## src/rtl/rr_arb2_if.sv

```systemverilog
// Bundle for the two requester ports and the output port of rr_arb2.
// Optional build macro: RR_ARB2_LOCK_EN adds the l0/l1 "last beat" flags.
// Handshake: a beat moves on a port when its valid and ready are both high
// at a rising clk edge. Ready may depend on valid only through arbitration,
// and a valid requester may withdraw without a transfer.
interface rr_arb2_if #(
  parameter int N = 1
);
  logic [N-1:0] d0;
  logic         v0;
  logic         r0;
  logic [N-1:0] d1;
  logic         v1;
  logic         r1;
  logic [N-1:0] y;
  logic         yv;
  logic         yr;
  logic         ys;
`ifdef RR_ARB2_LOCK_EN
  logic         l0;
  logic         l1;

  // Arbiter side
  modport slave (
    input  d0, v0, d1, v1, yr, l0, l1,
    output r0, r1, y, yv, ys
  );

  // Requesters and downstream side
  modport master (
    output d0, v0, d1, v1, yr, l0, l1,
    input  r0, r1, y, yv, ys
  );
`else
  // Arbiter side
  modport slave (
    input  d0, v0, d1, v1, yr,
    output r0, r1, y, yv, ys
  );

  // Requesters and downstream side
  modport master (
    output d0, v0, d1, v1, yr,
    input  r0, r1, y, yv, ys
  );
`endif
endinterface

```

## src/rtl/rr_arb2.sv

```systemverilog
// Two-input round-robin arbiter with a one-deep registered output stage.
// Optional build macro: RR_ARB2_LOCK_EN holds the grant on one requester
// until it sends a beat with its last flag set (packet locking).
// dbg_pri_o shows the priority pointer; dbg_lock_o shows the lock state
// (0 = none, 1 = locked to requester 0, 2 = locked to requester 1).
module rr_arb2 #(
  parameter int N = 1
) (
  input  logic        clk,
  input  logic        reset,
  rr_arb2_if.slave    bus,
  output logic        dbg_pri_o,
  output logic [1:0]  dbg_lock_o
);

  logic         acc;
  logic         gnt_vld;
  logic         gnt;
  logic         xfer;
  logic         pri_q, pri_d;
  logic [N-1:0] y_q, y_d;
  logic         ys_q, ys_d;
  logic         yv_q, yv_d;

`ifdef RR_ARB2_LOCK_EN
  typedef enum logic [1:0] {
    LK_NONE = 2'd0,
    LK_0    = 2'd1,
    LK_1    = 2'd2
  } lock_e;

  lock_e lock_q, lock_d;
  logic  last_sel;
`endif

  // The output register can take a new beat when empty or being drained.
  assign acc = !yv_q | bus.yr;

  // Grant selection: single requester wins outright, contention uses pri,
  // an active lock restricts the grant to the locked requester.
  always_comb begin
    gnt_vld = bus.v0 | bus.v1;
    gnt     = (bus.v0 & bus.v1) ? pri_q : bus.v1;
`ifdef RR_ARB2_LOCK_EN
    case (lock_q)
      LK_0: begin
        gnt_vld = bus.v0;
        gnt     = 1'b0;
      end
      LK_1: begin
        gnt_vld = bus.v1;
        gnt     = 1'b1;
      end
      default: ;
    endcase
`endif
  end

  // Ready is forced low during reset so nothing is accepted then.
  assign bus.r0 = !reset & acc & gnt_vld & !gnt;
  assign bus.r1 = !reset & acc & gnt_vld & gnt;
  assign xfer   = (bus.v0 & bus.r0) | (bus.v1 & bus.r1);

  // Next-state for output register, priority pointer and lock state.
  always_comb begin
    y_d   = y_q;
    ys_d  = ys_q;
    yv_d  = yv_q;
    pri_d = pri_q;
`ifdef RR_ARB2_LOCK_EN
    lock_d   = lock_q;
    last_sel = gnt ? bus.l1 : bus.l0;
`endif
    if (xfer) begin
      y_d   = gnt ? bus.d1 : bus.d0;
      ys_d  = gnt;
      yv_d  = 1'b1;
      pri_d = !gnt;
`ifdef RR_ARB2_LOCK_EN
      if (!last_sel) begin
        // Mid-packet beat: stick to this source, pointer untouched.
        lock_d = gnt ? LK_1 : LK_0;
        pri_d  = pri_q;
      end else begin
        lock_d = LK_NONE;
      end
`endif
    end else if (yv_q & bus.yr) begin
      yv_d = 1'b0;
    end
  end

  // State registers with synchronous reset; reset drops any held beat.
  always_ff @(posedge clk) begin
    if (reset) begin
      y_q   <= '0;
      ys_q  <= 1'b0;
      yv_q  <= 1'b0;
      pri_q <= 1'b0;
`ifdef RR_ARB2_LOCK_EN
      lock_q <= LK_NONE;
`endif
    end else begin
      y_q   <= y_d;
      ys_q  <= ys_d;
      yv_q  <= yv_d;
      pri_q <= pri_d;
`ifdef RR_ARB2_LOCK_EN
      lock_q <= lock_d;
`endif
    end
  end

  assign bus.y     = y_q;
  assign bus.ys    = ys_q;
  assign bus.yv    = yv_q;
  assign dbg_pri_o = pri_q;
`ifdef RR_ARB2_LOCK_EN
  assign dbg_lock_o = lock_q;
`else
  assign dbg_lock_o = 2'b00;
`endif

endmodule

```

## src/flat_wrapper.sv

```systemverilog
// flat-port wrapper written by rule: the top's interface ports become plain ports
module rr_arb2_flat 
#(
  parameter int N = 1
)
  (clk, reset, dbg_pri_o, dbg_lock_o, bus_d0, bus_v0, bus_d1, bus_v1, bus_yr, bus_r0, bus_r1, bus_y, bus_yv, bus_ys);
  rr_arb2_if #(.N(N)) bus_i ();
  input  logic clk;
  input  logic reset;
  output logic dbg_pri_o;
  output logic [1:0] dbg_lock_o;
  input wire logic [$bits(bus_i.d0)-1:0] bus_d0;
  input wire logic [$bits(bus_i.v0)-1:0] bus_v0;
  input wire logic [$bits(bus_i.d1)-1:0] bus_d1;
  input wire logic [$bits(bus_i.v1)-1:0] bus_v1;
  input wire logic [$bits(bus_i.yr)-1:0] bus_yr;
  output wire logic [$bits(bus_i.r0)-1:0] bus_r0;
  output wire logic [$bits(bus_i.r1)-1:0] bus_r1;
  output wire logic [$bits(bus_i.y)-1:0] bus_y;
  output wire logic [$bits(bus_i.yv)-1:0] bus_yv;
  output wire logic [$bits(bus_i.ys)-1:0] bus_ys;
  assign bus_i.d0 = bus_d0;
  assign bus_i.v0 = bus_v0;
  assign bus_i.d1 = bus_d1;
  assign bus_i.v1 = bus_v1;
  assign bus_i.yr = bus_yr;
  assign bus_r0 = bus_i.r0;
  assign bus_r1 = bus_i.r1;
  assign bus_y = bus_i.y;
  assign bus_yv = bus_i.yv;
  assign bus_ys = bus_i.ys;
  rr_arb2 #(.N(N)) u_core (.clk(clk), .reset(reset), .bus(bus_i), .dbg_pri_o(dbg_pri_o), .dbg_lock_o(dbg_lock_o));
endmodule
```

## config.mk

```make
export PLATFORM = sky130hd
export DESIGN_NAME = rr_arb2_flat
export DESIGN_NICKNAME = d
export VERILOG_FILES = /design/src/rtl/rr_arb2_if.sv /design/src/rtl/rr_arb2.sv /design/src/flat_wrapper.sv
export SDC_FILE = /design/constraint.sdc
export NUM_CORES = 1
export LEC_CHECK = 0
export CAP_MARGIN = 10
export CELL_PAD_IN_SITES_DETAIL_PLACEMENT = 1
export CELL_PAD_IN_SITES_GLOBAL_PLACEMENT = 1
export CORE_AREA = 8 8 45 47
export CTS_CLUSTER_SIZE = 12
export DETAILED_ROUTE_END_ITERATION = 10
export DIE_AREA = 0 0 53 55
export PLACE_DENSITY_LB_ADDON = 0.1
export SYNTH_ARGS = -nofsm -noshare
export SYNTH_HDL_FRONTEND = slang
export SYNTH_SLANG_ARGS = --single-unit
```

## constraint.sdc

```tcl
create_clock -name clk -period 2.3 [get_ports clk]
set_input_delay 0.345 -clock clk [delete_from_list [all_inputs] [get_ports clk]]
set_output_delay 0.345 -clock clk [all_outputs]
set_load 0.01 [all_outputs]
```

; Word level (Yosys, flattened, before mapping)
; Index checks and enable logic that the tools add are counted.
; Widths: inputs -> output; s select.
[word_totals]
register_bits = 4
wordCells = 23
[classes]
n_mux = 4
n_bitwise = 11
reduce_logical = 4
[ops]
columns = op, n
row1 = $and 1x1->1, 8
row2 = $mux 1, 4
row3 = $logic_not 1->1, 3
row4 = $or 1x1->1, 3
row5 = $reduce_bool 2->1, 1

; Depth between registers and ports, before layout
; Gate-level depths: netlist of the first run.
[depth]
word_depth = 8
ltp_mapped = 3
mapped_depth_nobuf = 3

; Least setup slack after synthesis of the first run
; No wires, ideal clock.
[synth_timing]
path_type = register to output
from = register u_core.pri_q (netlist: u_core.dbg_pri_o)
to = output port bus_r1
t_arrival_ps = 817
t_required_ps = 1955
setup_slack_ps = 1138
path_stages_with_launch = 4
n_path_buf = 0
path_cell_list = dfxtp_1 > nand2b_1 > nand3_1 > nor2_1
[synth_between]
elab_chain_len = 2
[synth_lines]
columns = item, line
row1 = from (decl), rr_arb2.sv:20  ; logic pri_q, pri_d;
row2 = from (signal assigned), rr_arb2.sv:107  ; pri_q <= pri_d;
row3 = $mux 1, rr_arb2.sv:43  ; gnt = (bus.v0 & bus.v1) ? pri_q : bus.v1;
row4 = $and 1x1->1, rr_arb2.sv:61  ; assign bus.r1 = !reset & acc & gnt_vld & gnt;
row5 = to (decl), flat_wrapper.sv:18  ; output wire logic [$bits(bus_i.r1)-1:0] bus_r1;
; No other way between the ends.

; Final worst setup path of the first run
[layout_timing]
from = input port bus_yr
to = output port bus_r1
[layout_between]
elab_chain_len = 4
[layout_lines]
columns = item, line
row1 = from (decl), flat_wrapper.sv:16  ; input wire logic [$bits(bus_i.yr)-1:0] bus_yr;
row2 = $or 1x1->1, rr_arb2.sv:37  ; assign acc = !yv_q | bus.yr;
row3 = $and 1x1->1 (3 in a row), rr_arb2.sv:61
; No other way between the ends.

==> reports/results.tsv, run 1 <==
stage	metric	value	unit
run_status	status	finished clean	
synth	yosys-top-cells-area	dfxtp_1 (38%), a21oi_1 (7.1%), buf_4 (7.1%)	
synth	synth_top_area_cell	dfxtp_1	
routing	drc	0	
clock_tree	clock-root-buffer	clkbuf_4	
clock_tree	path_clk_slew	0.04	ns
final_layout	num-fill-cells	165	
setup_path	crit_arrival	1.74	ns
synth	syn_area	210	um2
synth	ys_seq_area_frac	0.381	
final_layout	nets	50	
synth	yosysMostFrequentCell	dfxtp_1	
routing	routed_via_density	4.05	
setup_path	critPathKind	primary input to primary output	
clock_tree	clock_latency	0.24	ns
sta	fin_tns_setup	0	ns
sta	max_freq	479	MHz
floorplanning	die_h	55	um
setup_path	required	1.96	ns
clock_tree	numCtsBuffers	3	
setup_path	end_kind	primary output	
sta	finClkSkew	0.00104	ns
sta	finalHoldViolCount	0	
sta	maxSlewViolCount	0	
power	intPower	0.000164	W
setup_path	worst_path_largest_cell_delay	0.54	ns
grt	first_global_vias	284	
clock_tree	cts_setup_buffers	0	
final_layout	area_delta_synth_final	79.2	%
synth	synth_warnings	0	
routing	routed_wl	693	um
power	p_per_area	593	mW/mm2
worst_hold_path	hold_path_class	register to register	
final_layout	diodes	0	
power	comb_power_share	0.233	
setup_path	path_max_fanout	7	
synth	syn_area_per_cell	8.41	um2
routing	drtIter0Drc	2	
power	clkPwrFrac	0.411	
synth	netlist_instances	25	
synth	synth-seq-cells	4	
final_layout	multiInputGateArea	115	um2
floorplanning	start_util	0.152	
final_layout	regArea	80.1	um2
grt	overflow	0	
grt	grt_pass1_wl	1.17	mm
routing	wl_per_cell	12.2	um
power	switching_share	0.263	
worst_hold_path	holdPathStages	2	
routing	ant_nets	0	
floorplanning	num_rows	14	
power	ir_drop	0.000154	V
synth	synth_common_cells	dfxtp_1 (4), a21oi_1 (3)	
setup_path	slowest_stage	clkdlybuf4s50_1	
power	power.leakage	0.153	nW
clock_tree	clkSinkCount	4	
placed_design	place.gp.congestion	0.675	
grt	antenna_found_initial	0	
clock_tree	cts_tree	done	
power	switching_power	0.0000587	W
synth	ys_types	16	
floorplanning	die_w	53	um
synth	synth_edf_count	0	
job	maxCapViolations	0	
floorplanning	dieArea	0.00292	mm2
sta	period_share	0.908	
setup_path	crit_chain	clkdlybuf4s50_1 > nand2b_4 > nand3_1 > nor2_1 > clkdlybuf4s50_1	
grt	grt_max_degree	8	
final_layout	drive_above_1_share	0.171	
grt	grt_usage	0.0573	
sta	min_period	2.09	ns
clock_tree	cts_resized	0	
floorplanning	core-area	0.00138	mm2
sta	setup_viol	0	
routing	vias	231	
setup_path	path_common_cell	clkdlybuf4s50_1	
power	p_seq_frac	0.356	
synth	yosys_most_used_dff	dfxtp_1	
setup_path	startpoint_type	primary input	
synth	async_flop_share	0	
routing	dr.pass1.iters	3	
clock_tree	h-tree-depth	1	
final_layout	final_util	0.272	
synth	yosysTopAreaCellShare	0.381	
placed_design	dp_hpwl	555	um
sta	rsz0062_at_grt	no	
clock_tree	ctsHoldBuffers	0	
floorplanning	pin_count	15	
placed_design	portBuffers	12	
clock_tree	cts.path.max_buffers	2	
setup_path	r2r_cells	3	
[per-layer routing]
layer | share of wire | track usage | routed length [um] | vias to the layer above
met5 | 0 | 0 | 0 | -
met4 | 0.033 | 0.0647 | 23 | 0
met3 | 0.14 | 0.0348 | 95 | 3
met2 | 0.42 | 0.0801 | 293 | 13
met1 | 0.40 | 0.0546 | 280 | 97
li1 | - | - | - | 118
[cells by family after synthesis]
family          count (synthesis)  share of synthesized area
buf+inv                         3                     0.0892
simple gates                    9                      0.280
other cells                     1                     0.0178
compound gates                  8                      0.232
flops                           4                      0.381
[path summary, 6_finish.rpt]
check                             start                          to  slack (ns)
max                              bus_yr                      bus_r1        0.21
min          u_core.bus.ys$_SDFFE_PP0P_  u_core.bus.ys$_SDFFE_PP0P_        0.48
max reg2reg  u_core.bus.yv$_SDFFE_PP0P_   u_core.bus.y$_SDFFE_PP0P_        1.39
min reg2reg  u_core.bus.ys$_SDFFE_PP0P_  u_core.bus.ys$_SDFFE_PP0P_        0.48
[stage by stage]
stage          hold WS (ns)  cells  worst slack, ns  instance area [um2]  total power (W)
2_1_floorplan         0.414     26             1.14                  214         0.000102
3_3_place_gp          0.462     54            0.205                  354         0.000133
3_5_place_dp          0.471     54            0.203                  354         0.000133
4_1_cts               0.481     57            0.187                  377         0.000225
5_1_grt               0.542     57            0.114                  377         0.000234
6_report              0.482     57            0.212                  377         0.000223
[cell type report]
type	instances	share of cell area
Tap cell	16	0.0532
Multi-Input combinational cell	19	0.306
Timing Repair Buffer	14	0.359
Clock buffer	3	0.0598
Inverter	1	0.00997
Sequential cell	4	0.213
[state kept, by name, indices dropped and copies added (netlist names)]
signal            count
u_core.bus.y          1
u_core.bus.ys         1
u_core.bus.yv         1
u_core.dbg_pri_o      1
[placed cells by master, fill, tap and decap left out]
master           instances
a21oi_2                  1
buf_4                    2
and3_1                   1
conb_1                   2
a311oi_1                 1
inv_1                    1
nand3_1                  1
nand4_1                  2
nand2b_1                 1
clkdlybuf4s50_1         12
nand2b_4                 1
nor2_1                   2
dfxtp_1                  4
and2b_1                  1
a21oi_1                  3
clkbuf_4                 3
o21ai_0                  2
a31oi_1                  1
[power groups by stage]
stage	Clock, W	Combinational (W)	Sequential [W]
after floorplan	0	0.0000191	0.0000828
after global placement	0	0.0000524	0.0000804
after detailed placement	0	0.0000523	0.0000809
after CTS	0.0000925	0.0000529	0.0000797
after global routing	0.0000962	0.0000575	0.0000807
final	0.0000917	0.0000520	0.0000795
[worst max-delay path, delay by kind of cell]
family        cells  cell delay, ns
simple gates      3            0.38
buf+inv           2            1.01
No activity file was read; power rests on OpenSTA's default activity.
==> run 2, diff against run 1 <==
--- a/config.mk
+++ b/config.mk
@@ -12,7 +12,7 @@
 export CTS_CLUSTER_SIZE = 12
 export DETAILED_ROUTE_END_ITERATION = 10
 export DIE_AREA = 0 0 53 55
-export PLACE_DENSITY_LB_ADDON = 0.1
+export PLACE_DENSITY_LB_ADDON = 0.15
 export SYNTH_ARGS = -nofsm -noshare
 export SYNTH_HDL_FRONTEND = slang
 export SYNTH_SLANG_ARGS = --single-unit
==> reports/results.tsv, run 2 (synthesized netlist as in run 1, its figures left out) <==
stage	metric	value	unit	change
floorplanning	num_rows	14		unchanged
placed_design	dp_slack	0.186	ns	was 0.203 ns
routing	drtIter0Drc	0		was 2
grt	antenna_found_initial	0		unchanged
routing	routed_wl	685	um	was 693 um
routing	dr.pass1.iters	1		was 3
setup_path	r2r-start	u_core.dbg_pri_o$_SDFFE_PP0P_		was u_core.bus.yv$_SDFFE_PP0P_
clock_tree	cts.path.max_buffers	2		unchanged
clock_tree	cts_resized	0		unchanged
placed_design	dpl_cell_area	354	um2	unchanged
clock_tree	clkSinkCount	4		unchanged
grt	grt_pass1_wl	1.22	mm	was 1.17 mm
clock_tree	path_clk_slew	0.04	ns	about the same
clock_tree	cts_setup_buffers	0		unchanged
floorplanning	die_w	53	um	unchanged
grt	grt_max_degree	8		unchanged
sta	worst_slack	0.174	ns	was 0.212 ns
sta	setup_viol	0		unchanged
routing	drc	0		unchanged
clock_tree	numCtsBuffers	3		unchanged
final_layout	layout_common_cells	clkdlybuf4s50_1 (12), dfxtp_1 (4), a21oi_1 (3), clkbuf_4 (3)		unchanged
setup_path	crit_arrival	1.78	ns	was 1.74 ns
placed_design	dp_hpwl	565	um	was 555 um
setup_path	path_common_cell	clkdlybuf4s50_1		unchanged
routing	ant_nets	0		unchanged
worst_hold_path	timing.hold.worst_endpoint	u_core.bus.ys$_SDFFE_PP0P_		unchanged
grt	overflow	0		unchanged
final_layout	postLayoutCellArea	377	um2	unchanged
routing	vias	244		was 231
final_layout	diodes	0		unchanged
setup_path	path_max_fanout	5		was 7
job	maxCapViolations	0		unchanged
grt	first_global_vias	278		was 284
setup_path	worst_path_largest_cell_delay	0.53	ns	was 0.54 ns
sta	period_share	0.924		was 0.908
final_layout	area_delta_synth_final	79.2	%	unchanged
floorplanning	core-area	0.00138	mm2	unchanged
setup_path	slowest_stage	clkdlybuf4s50_1		unchanged
worst_hold_path	hold_path_class	register to register		unchanged
sta	finClkSkew	0.00110	ns	was 0.00104 ns
placed_design	place.gp.congestion	0.671		was 0.675
sta	maxSlewViolCount	0		unchanged
sta	fin_tns_setup	0	ns	unchanged
clock_tree	cts_tree	done		unchanged
grt	grt_usage	0.0606		was 0.0573
setup_path	critPathKind	primary input to primary output		unchanged
sta	min_period	2.13	ns	was 2.09 ns
final_layout	nets	50		unchanged
clock_tree	clock-root-buffer	clkbuf_4		unchanged
clock_tree	clock_latency	0.23	ns	was 0.24 ns
setup_path	required	1.96	ns	about the same
clock_tree	ctsHoldBuffers	0		unchanged
run_status	status	finished clean		unchanged
routing	wl_per_cell	12.0	um	was 12.2 um
routing	routed_via_density	4.28		was 4.05
final_layout	drive_above_1_share	0.171		unchanged
power	ir_drop	0.000138	V	was 0.000154 V
setup_path	crit_chain	clkdlybuf4s50_1 > a21oi_1 > and3_1 > clkdlybuf4s50_1		was clkdlybuf4s50_1 > nand2b_4 > nand3_1 > nor2_1 > clkdlybuf4s50_1
sta	rsz0062_at_grt	no		unchanged
placed_design	portBuffers	12		unchanged
clock_tree	h-tree-depth	1		unchanged
sta	max_freq	470	MHz	was 479 MHz
floorplanning	pin_count	15		unchanged
final_layout	num-fill-cells	174		was 165
setup_path	r2r-end	u_core.bus.y$_SDFFE_PP0P_		unchanged
worst_hold_path	hp-start	u_core.bus.ys$_SDFFE_PP0P_		unchanged
setup_path	startpoint_type	primary input		unchanged
setup_path	r2r_cells	3		unchanged
floorplanning	die_h	55	um	unchanged
sta	finalHoldViolCount	0		unchanged
final_layout	layout_commonest_cell	clkdlybuf4s50_1		unchanged
setup_path	reg2reg_slack	1.40	ns	was 1.39 ns
worst_hold_path	holdPathStages	2		unchanged
setup_path	end_kind	primary output		unchanged
power	power.leakage	0.153	nW	unchanged
floorplanning	dieArea	0.00292	mm2	unchanged
power	p_per_area	579	mW/mm2	was 593 mW/mm2
floorplanning	start_util	0.152		unchanged
## run 2: cell counts in the layout (fill, tap and decap cells not counted)
No cell type changed its count.
## run 2: final cells by class
class / instances / area, um2 / share of cell area
timing repair buffer: 14 / 135 / 0.359
multi-input combinational: 19 / 115 / 0.306
sequential: 4 / 80.1 / 0.213
clock buffer: 3 / 22.5 / 0.0598
tap: 16 / 20.0 / 0.0532
inverter: 1 / 3.75 / 0.00997
## run 2: how the worst max path moves through the flow
stage / startpoint / to / cells past startpoint / slack (ns)
after floorplan: u_core.dbg_pri_o$_SDFFE_PP0P_ / bus_r1 / 3 / 1.14
after global placement: bus_v1 / bus_r0 / 4 / 0.20
after detailed placement: bus_v1 / bus_r0 / 4 / 0.19
after CTS: bus_v1 / bus_r0 / 4 / 0.18
after global routing: bus_yr / bus_r1 / 5 / 0.09
final: bus_v1 / bus_r0 / 4 / 0.17
## run 2: per-stage QoR
| step | utilization | cells | hold slack (ns) | total power, W |
|---|---|---|---|---|
| floorplan | - | 26 | 0.414 | 0.000102 |
| global placement | 0.256 | 54 | 0.465 | 0.000133 |
| detailed placement | 0.256 | 54 | 0.474 | 0.000133 |
| CTS | 0.272 | 57 | 0.479 | 0.000226 |
| global route | 0.272 | 57 | 0.541 | 0.000238 |
| finish | 0.272 | 57 | 0.484 | 0.000218 |
## run 2: critical path: cells and delay by family
family | cells | cell delay, ns
buffers and inverters | 2 | 1.03
AOI/OAI and AO/OA | 1 | 0.22
and+or+nand+nor | 1 | 0.18
## run 2: metal layers
| metal | vias to the layer above | global-route usage | routed length [um] |
|---|---|---|---|
| met4 | 0 | 0.0388 | 0 |
| met5 | - | 0 | 0 |
| met2 | 8 | 0.0938 | 347 |
| met3 | 0 | 0.0561 | 71 |
| met1 | 117 | 0.0501 | 266 |
| li1 | 119 | - | - |
## run 2: where the power goes
part	internal (W)	leakage, nW	switching, W	total, W
Clock	0.0000583	0.0138	0.0000282	0.0000866
Sequential	0.0000751	0.0332	0.00000446	0.0000795
Combinational	0.0000308	0.106	0.0000212	0.0000520
==> run 3, diff against run 2 <==
--- a/config.mk
+++ b/config.mk
@@ -13,6 +13,7 @@
 export DETAILED_ROUTE_END_ITERATION = 10
 export DIE_AREA = 0 0 53 55
 export PLACE_DENSITY_LB_ADDON = 0.15
+export RECOVER_POWER = 100
 export SYNTH_ARGS = -nofsm -noshare
 export SYNTH_HDL_FRONTEND = slang
 export SYNTH_SLANG_ARGS = --single-unit
==> constraint.sdc (replaced) <==
create_clock -name clk -period 2.33 [get_ports clk]
set_input_delay 0.3495 -clock clk [delete_from_list [all_inputs] [get_ports clk]]
set_output_delay 0.3495 -clock clk [all_outputs]
set_load 0.01 [all_outputs]
==> reports/results.tsv, run 3 (synthesized netlist as in run 1, its figures left out) <==
stage	metric	value	unit	change
run_status	status	finished clean		unchanged
floorplanning	die_h	55	um	unchanged
setup_path	r2r-end	u_core.bus.y$_SDFFE_PP0P_		unchanged
setup_path	r2r_cells	3		unchanged
sta	maxSlewViolCount	0		unchanged
sta	finalHoldViolCount	0		unchanged
placed_design	dpl_cell_area	347	um2	was 354 um2
floorplanning	num_rows	14		unchanged
power	ir_drop	0.000326	V	was 0.000138 V
sta	min_period	2.17	ns	
sta	max_freq	461	MHz	
routing	top_layer_used	met3		unchanged
grt	overflow	0		unchanged
routing	wl_per_cell	11.7	um	was 12.0 um
sta	finClkSkew	0.00447	ns	was 0.00110 ns
setup_path	end_kind	primary output		unchanged
placed_design	place_inst	53		was 54
setup_path	worstSetupStartpoint	bus_v1		unchanged
setup_path	reg2reg_slack	1.44	ns	was 1.40 ns
final_layout	layout_common_cells	clkdlybuf4s50_1 (7), dlygate4sd3_1 (5), dfxtp_1 (4)		was clkdlybuf4s50_1 (12), dfxtp_1 (4), a21oi_1 (3), clkbuf_4 (3)
clock_tree	path_clk_slew	0.04	ns	about the same
grt	antenna_found_initial	0		unchanged
setup_path	worst_path_largest_cell_delay	0.60	ns	was 0.53 ns
final_layout	postLayoutCellArea	369	um2	was 377 um2
setup_path	slowest_stage	dlygate4sd3_1		was clkdlybuf4s50_1
floorplanning	core-area	0.00138	mm2	unchanged
setup_path	critPathKind	primary input to primary output		unchanged
routing	routed_wl	655	um	was 685 um
routing	ant_nets	0		unchanged
sta	setup_viol	0		unchanged
clock_tree	cts_tree	done		unchanged
routing	drc	0		unchanged
placed_design	dp_hpwl	569	um	was 565 um
setup_path	required	1.98	ns	was 1.96 ns
floorplanning	dieArea	0.00292	mm2	unchanged
grt	first_global_vias	253		was 278
routing	routed_via_density	4.11		was 4.28
setup_path	crit_chain	clkdlybuf4s50_1 > a21oi_1 > and3_1 > dlygate4sd3_1		was clkdlybuf4s50_1 > a21oi_1 > and3_1 > clkdlybuf4s50_1
clock_tree	h-tree-depth	1		unchanged
placed_design	dp_slack	0.216	ns	was 0.186 ns
final_layout	area_delta_synth_final	75.6	%	was 79.2%
grt	grt_usage	0.0552		was 0.0606
routing	met2_wirelength	305	um	was 347 um
final_layout	layout.cells.non_filler	56		was 57
clock_tree	cts_resized	0		unchanged
setup_path	r2r-start	u_core.bus.yv$_SDFFE_PP0P_		was u_core.dbg_pri_o$_SDFFE_PP0P_
floorplanning	die_w	53	um	unchanged
power	power.leakage	0.159	nW	was 0.153 nW
sta	fin_tns_setup	0	ns	unchanged
final_layout	num-fill-cells	169		was 174
floorplanning	pin_count	15		unchanged
setup_path	crit_end	bus_r0		unchanged
placed_design	portBuffers	12		unchanged
clock_tree	cts.path.max_buffers	2		unchanged
job	maxCapViolations	0		unchanged
setup_path	path_max_fanout	5		unchanged
grt	grt_pass1_wl	1.08	mm	was 1.22 mm
final_layout	drive_above_1_share	0.150		was 0.171
clock_tree	clkSinkCount	4		unchanged
final_layout	nets	49		was 50
setup_path	startpoint_type	primary input		unchanged
routing	drtIter0Drc	3		was 0
floorplanning	start_util	0.152		unchanged
power	p_per_area	568	mW/mm2	was 579 mW/mm2
sta	rsz0062_at_grt	no		unchanged
routing	vias	230		was 244
clock_tree	clock_latency	0.23	ns	about the same
setup_path	crit_arrival	1.82	ns	was 1.78 ns
clock_tree	numCtsBuffers	3		unchanged
routing	dr.pass1.iters	2		was 1
placed_design	place.gp.congestion	0.713		was 0.671
sta	worst_slack	0.161	ns	was 0.174 ns
sta	period_share	0.931		
routing	met3_length	101	um	was 71 um
worst_hold_path	hold_path_class	register to register		unchanged
final_layout	layout_commonest_cell	clkdlybuf4s50_1		unchanged
clock_tree	cts_setup_buffers	0		unchanged
grt	grt_max_degree	8		unchanged
final_layout	diodes	0		unchanged
routing	wl_met1	248	um	was 266 um
clock_tree	ctsHoldBuffers	0		unchanged
clock_tree	clock-root-buffer	clkbuf_4		unchanged
[run 3: cell count changes in the layout (fill, tap and decap cells not counted)]
cell and delta:
buf_4 -1, clkdlybuf4s50_1 -5, dlygate4sd3_1 +5
[run 3: cell type report]
cell class / instances / area, um2 / area share
repair buffers: 13 / 128 / 0.346
clock buffers: 3 / 22.5 / 0.0610
flip-flops and latches: 4 / 80.1 / 0.217
inverters: 1 / 3.75 / 0.0102
multi-input cells: 19 / 115 / 0.312
well taps: 16 / 20.0 / 0.0542
[run 3: through the flow]
| step | hold WS (ns) | util | total power, W |
|---|---|---|---|
| 2_1_floorplan | 0.419 | - | 0.000101 |
| 3_3_place_gp | 0.465 | 0.250 | 0.000130 |
| 3_5_place_dp | 0.470 | 0.250 | 0.000130 |
| 4_1_cts | 0.475 | 0.267 | 0.000217 |
| 5_1_grt | 0.514 | 0.267 | 0.000230 |
| 6_report | 0.467 | 0.267 | 0.000210 |
[run 3: per-layer routing]
layer / track usage / vias to the layer above
li1: - / 117
met3: 0.0695 / 0
met5: 0 / -
met1: 0.0471 / 104
met2: 0.0742 / 9
met4: 0.0259 / 0
[run 3: report_power, final]
group	switching (W)	internal (W)	total, W	leakage [nW]
combinational	0.0000202	0.0000271	0.0000473	0.112
sequential	0.00000432	0.0000741	0.0000785	0.0332
clock	0.0000265	0.0000575	0.0000840	0.0138
total	0.0000510	0.000159	0.000210	0.159
[run 3: worst max-delay path: cells and delay by family]
| family | cells | cell delay (ns) |
|---|---|---|
| and+or+nand+nor | 1 | 0.16 |
| buffers and inverters | 2 | 1.09 |
| AOI/OAI and AO/OA | 1 | 0.22 |
[run 3: worst min-delay path by stage]
stage	from	endpoint	slack, ns	cells past startpoint
2_1_floorplan	reset	u_core.bus.ys$_SDFFE_PP0P_	0.42	1
3_3_place_gp	u_core.bus.ys$_SDFFE_PP0P_	u_core.bus.ys$_SDFFE_PP0P_	0.47	2
3_5_place_dp	u_core.bus.ys$_SDFFE_PP0P_	u_core.bus.ys$_SDFFE_PP0P_	0.47	2
4_1_cts	u_core.bus.ys$_SDFFE_PP0P_	u_core.bus.ys$_SDFFE_PP0P_	0.47	2
5_1_grt	u_core.bus.ys$_SDFFE_PP0P_	u_core.bus.ys$_SDFFE_PP0P_	0.51	2
6_report	u_core.bus.ys$_SDFFE_PP0P_	u_core.bus.ys$_SDFFE_PP0P_	0.47	2
